File: config.mk
export PLATFORM = sky130hd
export DESIGN_NAME = trap_controller
export DESIGN_NICKNAME = d
export VERILOG_FILES = /design/src/rtl/trap_pkg.sv /design/src/rtl/prio_enc.sv /design/src/rtl/trap_controller.sv
export SDC_FILE = /design/constraint.sdc
export NUM_CORES = 1
export LEC_CHECK = 0
export CORE_UTILIZATION = 37
export CTS_CLUSTER_SIZE = 16
export DETAILED_ROUTE_END_ITERATION = 12
export PLACE_DENSITY_LB_ADDON = 0.3
export SYNTH_ARGS = -nofsm -noshare
export SYNTH_HDL_FRONTEND = slang
export SYNTH_HIERARCHICAL = 1
export SYNTH_SLANG_ARGS = --single-unit
File: constraint.sdc
create_clock -name clk -period 1.6 [get_ports clk]
set_clock_uncertainty 0.15 [all_clocks]
set_input_delay 0.32 -clock clk [delete_from_list [all_inputs] [get_ports clk]]
set_output_delay 0.32 -clock clk [all_outputs]
set_load 0.01 [all_outputs]
File: src/rtl/trap_pkg.sv
// Shared types and cause-code table for the precise-trap sequencer.
package trap_pkg;

  typedef enum logic [1:0] {
    S_IDLE,
    S_FLUSH,
    S_DRAIN,
    S_REDIRECT
  } trap_state_t;

  localparam int SCAUSE_W = 32;

  // Architectural codes for the first four sources: misaligned fetch, illegal, load/store misaligned.
  localparam logic [7:0] CAUSE_CODE [4] = '{8'd0, 8'd2, 8'd4, 8'd6};

  // Sources beyond the architectural four map onto reserved codes 24+i.
  function automatic logic [7:0] cause_code(input int unsigned idx);
    if (idx < 4) return CAUSE_CODE[idx[1:0]];
    return 8'(24 + idx);
  endfunction

endpackage

File: src/rtl/prio_enc.sv
// Lowest-index-wins priority encoder with an any-set flag.
module prio_enc #(
  parameter int NUM_SRC = 4,
  localparam int IDX_W = (NUM_SRC > 1) ? $clog2(NUM_SRC) : 1
) (
  input  logic [NUM_SRC-1:0] req_i,
  output logic [IDX_W-1:0]   idx_o,
  output logic               any_o
);

  always_comb begin
    idx_o = '0;
    any_o = |req_i;
    // Scan downward so the lowest set index is the last one written.
    for (int i = NUM_SRC - 1; i >= 0; i--) begin
      if (req_i[i]) idx_o = IDX_W'(i);
    end
  end

endmodule

File: src/rtl/trap_controller.sv
// Precise-trap sequencer: arbitrates EXE exceptions and sret, then runs
// flush / drain / redirect so fetch restarts at the trap vector or sepc.
module trap_controller
  import trap_pkg::*;
#(
  parameter int               PC_W         = 15,
  parameter int               NUM_SRC      = 4,
  parameter int               CAUSE_W      = SCAUSE_W,
  parameter int               DRAIN_CYCLES = 2,
  parameter logic [PC_W-1:0]  TVEC         = 15'h0100
) (
  input  logic               clk,
  input  logic               reset,
  input  logic [NUM_SRC-1:0] exc_req,
  input  logic [PC_W-1:0]    exc_pc,
  input  logic               trap_en,
  input  logic               sret_req,
  input  logic               redirect_ready,
  output logic [PC_W-1:0]    sepc,
  output logic [CAUSE_W-1:0] scause,
  output logic               flush_front,
  output logic               flush_exe,
  output logic               stall_front,
  output logic               redirect_valid,
  output logic [PC_W-1:0]    redirect_pc,
  output logic               busy,
  output logic [7:0]         drop_cnt
);

  localparam int IDX_W = (NUM_SRC > 1) ? $clog2(NUM_SRC) : 1;
  localparam int CNT_W = (DRAIN_CYCLES > 1) ? $clog2(DRAIN_CYCLES) : 1;

  trap_state_t        state_q, state_d;
  logic [PC_W-1:0]    sepc_q, sepc_d;
  logic [CAUSE_W-1:0] scause_q, scause_d;
  logic [PC_W-1:0]    target_q, target_d;
  logic [CNT_W-1:0]   cnt_q, cnt_d;
  logic [7:0]         drop_q, drop_d;

  logic [IDX_W-1:0]   win_idx;
  logic               any_req;

  prio_enc #(.NUM_SRC(NUM_SRC)) u_prio (
    .req_i (exc_req),
    .idx_o (win_idx),
    .any_o (any_req)
  );

  always_comb begin
    state_d  = state_q;
    sepc_d   = sepc_q;
    scause_d = scause_q;
    target_d = target_q;
    cnt_d    = cnt_q;
    drop_d   = drop_q;
    unique case (state_q)
      S_IDLE: begin
        // An enabled exception outranks an sret raised in the same cycle.
        if (trap_en && any_req) begin
          sepc_d   = exc_pc;
          scause_d = CAUSE_W'(cause_code(32'(win_idx)));
          target_d = TVEC;
          state_d  = S_FLUSH;
        end else if (sret_req) begin
          target_d = sepc_q;
          state_d  = S_FLUSH;
        end
      end
      S_FLUSH: begin
        cnt_d   = CNT_W'(DRAIN_CYCLES - 1);
        state_d = S_DRAIN;
      end
      S_DRAIN: begin
        if (cnt_q == '0) state_d = S_REDIRECT;
        else             cnt_d   = cnt_q - 1'b1;
      end
      S_REDIRECT: begin
        if (redirect_ready) state_d = S_IDLE;
      end
      default: state_d = S_IDLE;
    endcase
    // Requests arriving mid-sequence are dropped and tallied, saturating.
    if (state_q != S_IDLE && (any_req || sret_req) && drop_q != 8'hFF)
      drop_d = drop_q + 8'd1;
  end

  always_ff @(posedge clk) begin
    if (reset) begin
      state_q  <= S_IDLE;
      sepc_q   <= '0;
      scause_q <= '0;
      target_q <= '0;
      cnt_q    <= '0;
      drop_q   <= '0;
    end else begin
      state_q  <= state_d;
      sepc_q   <= sepc_d;
      scause_q <= scause_d;
      target_q <= target_d;
      cnt_q    <= cnt_d;
      drop_q   <= drop_d;
    end
  end

  assign sepc           = sepc_q;
  assign scause         = scause_q;
  assign redirect_pc    = target_q;
  assign drop_cnt       = drop_q;
  assign flush_front    = (state_q == S_FLUSH);
  assign flush_exe      = (state_q == S_FLUSH);
  assign stall_front    = (state_q != S_IDLE);
  assign redirect_valid = (state_q == S_REDIRECT);
  assign busy           = (state_q != S_IDLE);

endmodule

# Word level (Yosys, flattened, before mapping)
# Cells that the tools add are included.
[word_totals] regBits=49 inputBits=24 out_inout_bits=75 word_cells=49
[op_classes] add_sub_neg=3 magnitude_cmp=1 eq_ne=7 mux=19 bitwise=1 n_reduce_logical=12
[op_table] operator="2-to-1 mux 15 bit" count=2
[op_table] operator="2-to-1 mux 8 bit" count=3
[op_table] operator="binary-select mux 8 bit (select 2 bit)" count=1
[op_table] operator="2-to-1 mux 2 bit" count=8
[op_table] operator="adder 8 x 1 -> 8 bit (second input constant)" count=1
[op_table] operator="!= test 8 bit (second input constant)" count=1
[op_table] operator="case mux 2 bit (4 select lines)" count=1
[op_table] operator="adder 5 x 2 -> 6 bit (first input constant)" count=1
[op_table] operator="nonzero test 2 bit" count=3
[op_table] operator="equality test 2 bit (second input constant)" count=2
[op_table] operator="!= test 2 bit (second input constant)" count=2
[op_table] operator="AND reduction 2 bit" count=2
[op_table] operator="OR reduction 4 bit" count=1
[op_table] operator="greater-or-equal comparator 3 bit (second input constant)" count=1
[op_table] operator="logical AND 1 bit" count=3
[op_table] operator="2-to-1 mux 1 bit" count=3
[op_table] operator="!= test 3 bit (second input constant)" count=1
[op_table] operator="inverter 2 -> 3 bit" count=1
[op_table] operator="AND reduction 3 bit" count=1
[op_table] operator="equality test 2 x 1 -> 1 bit (second input constant)" count=1
[op_table] operator="zero test 2 bit" count=1
[op_table] operator="case mux 1 bit (2 select lines)" count=1
[op_table] operator="logical OR 1 bit" count=1
[op_table] operator="subtractor 1 bit (second input constant)" count=1

# Logic depth before layout (Yosys ltp)
[logic_depth] word_depth=9 depth_mapped=8 depth_no_buf=5

# Cells and area by module
# Netlist, hierarchy kept.
[by_module_without_submodules] module="trap_controller" instances=1 cells_each=251 area_each_um2=2098.3 seq_area_each_um2=860.8
[by_module_without_submodules] module="prio_enc" instances=1 cells_each=7 area_each_um2=35.0 seq_area_each_um2=0.0

# Least setup slack after synthesis
# Ideal clock, no wire load.
[synth_timing] path_kind="reg2out" start="register state_q[0]" end="output stall_front" arrival_ns=1.395 t_required_ns=1.130 path_slack_ns=-0.265 stages_incl_launch_ff=7 n_path_buf=3 path_cell_list="dfxtp_1 -> inv_1 -> ha_1 -> buf_2 -> inv_1 -> clkbuf_1 -> buf_4"
[synth_between] elab_chain_len=1
[synth_lines] item="start: declaration" line="trap_controller.sv:33" text="trap_state_t state_q, state_d;"
[synth_lines] item="start signal: assignment" line="trap_controller.sv:96" text="state_q <= state_d;"
[synth_lines] item="nonzero test 2 bit"
[synth_lines] item="end: declaration" line="trap_controller.sv:23" text="output logic stall_front,"
# No other way between the ends.

# Worst setup path after layout
[layout_timing] start="register state_q[1]" end="register drop_q[4], in the netlist drop_cnt[4]"
[layout_between] elab_chain_len=3
[layout_lines] item="nonzero test 2 bit" line="trap_controller.sv:83" text="if (state_q != S_IDLE && (any_req || sret_req) && drop_q != 8'hFF)"
[layout_lines] item="logical AND 1 bit (2 in series)" line="trap_controller.sv:83"
[layout_lines] item="end signal: assignment" line="trap_controller.sv:101" text="drop_q <= drop_d;"
[layout_lines] item="end: declaration" line="trap_controller.sv:38" text="logic [7:0] drop_q, drop_d;"
# No other way between the ends.
# A chain may end at the register's enable or synchronous reset.

==> results.yml <==
status:
  status: "finished, violations left"
  violations: "negative setup slack"
floorplan:
  die_x_microns: 77.9
  io_pins: 99
  core_area_sq_mm: 0.00554
  start_util_pct: 38.5
  die_h_microns: 77.9
  core.rowCount: 27
  dieArea_sq_mm: 0.00607
synth:
  synth_cells: 258
  seq_area_frac_synth_pct: 40.4
  ys_types: 39
  synth.avg_cell_area_sq_um: 8.27
  yosysWarnings: 6
  netlist_area_sq_mm: 0.00213
  ys_seq_elements: 43
clock_network:
  clk_latency_ps: 290
  cts_max_level: 2
  cts-buffers-inserted: 5
  cts-root-buf: "clkbuf_8"
  cts_tree: "yes"
  cts_hold_buf: 0
  clk_transition_reported_paths_ps: 80
  cts_sinks: 43
  clockBufferDepth: 2
layout:
  num-nets-final: 382
  layout_commonest_cell: "dlygate4sd2_1"
  fin_util_pct: 57.8
  syn2layout_area_growth_pct: 50.2
  n_antenna_cell: 0
  drive_gt1_share_pct: 24.1
  final_cell_mix: "dlygate4sd2_1, nand2_1, dfxtp_1, a21oi_1"
worst_setup_path:
  max_stage_delay_ps: 340
  cp.arrival_ps: 1650
  path_cells: "inv_2 > ha_4 > o21bai_4 > buf_4 > o41ai_4 > o41ai_2"
  crit_fanout: 6
  crit_type: "reg -> reg"
  worstPathRequired_ps: 1610
  start_kind: "register"
  crit_path_top_delay_cell: "dfxtp_2"
  worstSetupEndpointType: "register"
  crit_buf_inv: 2
  cp_top_family: "compound AO/OA/AOI/OAI gates"
drt:
  drt-wirelength-per-cell_microns: 13.4
  dr.pass1.iters: 4
  viasPerCell: 4.95
  dr_total_vias: 2103
  drt_iter0_markers: 110
  routed_wl_microns: 5690
  ant_nets: 0
  drcViolationCount: 0
place:
  dp_hpwl_microns: 3940
  io_buffers: 68
  place_congestion: 0.797
hold_path:
  hold_class: "reg -> reg"
timing:
  finalCritPeriodShare_pct: 102
  fin_crit_ps: 1630
  setup_viol: 3
  hold_viol_final: 0
  setup_ws_ps: -31.2
  hold_ws_ps: 309
  max_clock_freq_mhz: 613
  rsz0062_at_grt: "true"
  drv_slew: 0
power_and_ir_drop:
  vdd_drop_max_mv: 0.577
  leakage_nw: 1.42
  power_density_mw_per_mm2: 1280
grt:
  grt_pass1_vias: 1906
  gr-total-overflow: 0
  grt_max_degree: 22
  grt_pass1_wl_microns: 8920
  grt_usage_pct: 18.6
  antenna_found_initial: 0
flow_run:
  maxCapViolCount: 0
==> tightest hold or removal path, cell delays in order (launching register included) <==
cell and delay [ps]:
dfxtp_1 310, nand2_1 50, a21oi_1 50
==> stage by stage <==
step           total power, mW  instance area, sq um  worst slack [ps]  setup TNS, ps  std cells
2_1_floorplan             2.43                  2290             -36.2          -57.1        287
3_3_place_gp              3.15                  3010              -442         -16070        412
3_5_place_dp              3.18                  3010              -494         -17740        412
4_1_cts                   3.92                  3130             -43.9          -81.1        422
5_1_grt                   4.37                  3200             -96.5           -431        425
6_report                  4.10                  3200             -31.2          -41.9        425
==> cell usage after synthesis, drive strengths merged <==
cell,n,area (sq um)
dfxtp,43,861
nand2,40,150
buf,37,274
a21oi,36,184
nand4,15,93.8
o21ai,15,75.1
clkbuf,11,42.5
inv,8,30.0
ha,6,75.1
nand2b,6,37.5
a211oi,5,42.5
nor2,4,15.0
a2111oi,3,26.3
mux2i,3,30.0
nor2b,3,18.8
a31oi,2,12.5
and3,2,13.8
mux2,2,22.5
nand3,2,15.0
o21bai,2,15.0
o41ai,2,17.5
a222oi,1,10.0
a41oi,1,8.76
and2,1,6.26
and4,1,8.76
conb,1,3.75
nand4b,1,8.76
nor3,1,5.00
nor4,1,6.26
o21ba,1,10.0
or3,1,6.26
or4,1,7.51
==> sequential cells by signal (all words and copies together), names as in the netlist <==
| signal | flops |
|---|---|
| redirect_pc | 15 |
| cnt_q | 1 |
| scause | 2 |
| drop_cnt | 8 |
| sepc | 15 |
| state_q | 2 |
==> routing by layer <==
metal	vias up	wire [microns]	track usage, %	share of wire [%]
li1	1025	-	-	-
met1	992	2510	23.3	44
met2	84	2840	31.2	50
met3	2	315	4.59	5.5
met4	0	24	5.93	0.42
met5	-	0	0	0
==> where the power goes <==
group          internal, mW  switching (mW)
clock                 0.307           0.349
combinational          1.08            1.03
sequential             1.23           0.116
total                  2.61            1.49
==> final cells by class <==
type	instances	area, sq um
Inverter	8	30.0
Timing Repair Buffer	106	957
Tap cell	72	90.1
Clock inverter	1	5.00
Sequential cell	43	870
Fill cell	536	2340
Clock buffer	7	76.3
Multi-Input combinational cell	188	1180
==> cells by family (layout without fill, tap and decap cells) <==
| kind of cell | Yosys count | in the layout | share of synthesized area [%] |
|---|---|---|---|
| buf+inv | 56 | 122 | 16.2 |
| compound gates | 68 | 68 | 18.8 |
| other cells | 1 | 30 | 0.176 |
| mux | 5 | 5 | 2.46 |
| flops | 43 | 43 | 40.4 |
| simple gates | 79 | 79 | 18.4 |
| fa+ha+maj | 6 | 6 | 3.52 |
==> worst paths after layout <==
path / start / end / slack, ps / depth (start not counted)
max reg2reg: state_q[1] / drop_cnt[4] / -30 / 6
min reg2reg: scause[1] / scause[1] / 310 / 2
max: state_q[1] / drop_cnt[4] / -30 / 6
min: scause[1] / scause[1] / 310 / 2
==> timing repair <==
item | in CTS | in global routing
gates cloned | 0 | 0
gates resized for setup | 92 | 12
endpoints found under the hold margin | 0 | 0
setup endpoints to repair | 87 | 13
setup buffers | 2 | 3
pin swaps | 9 | 5
(Power assumes the default switching activity.)
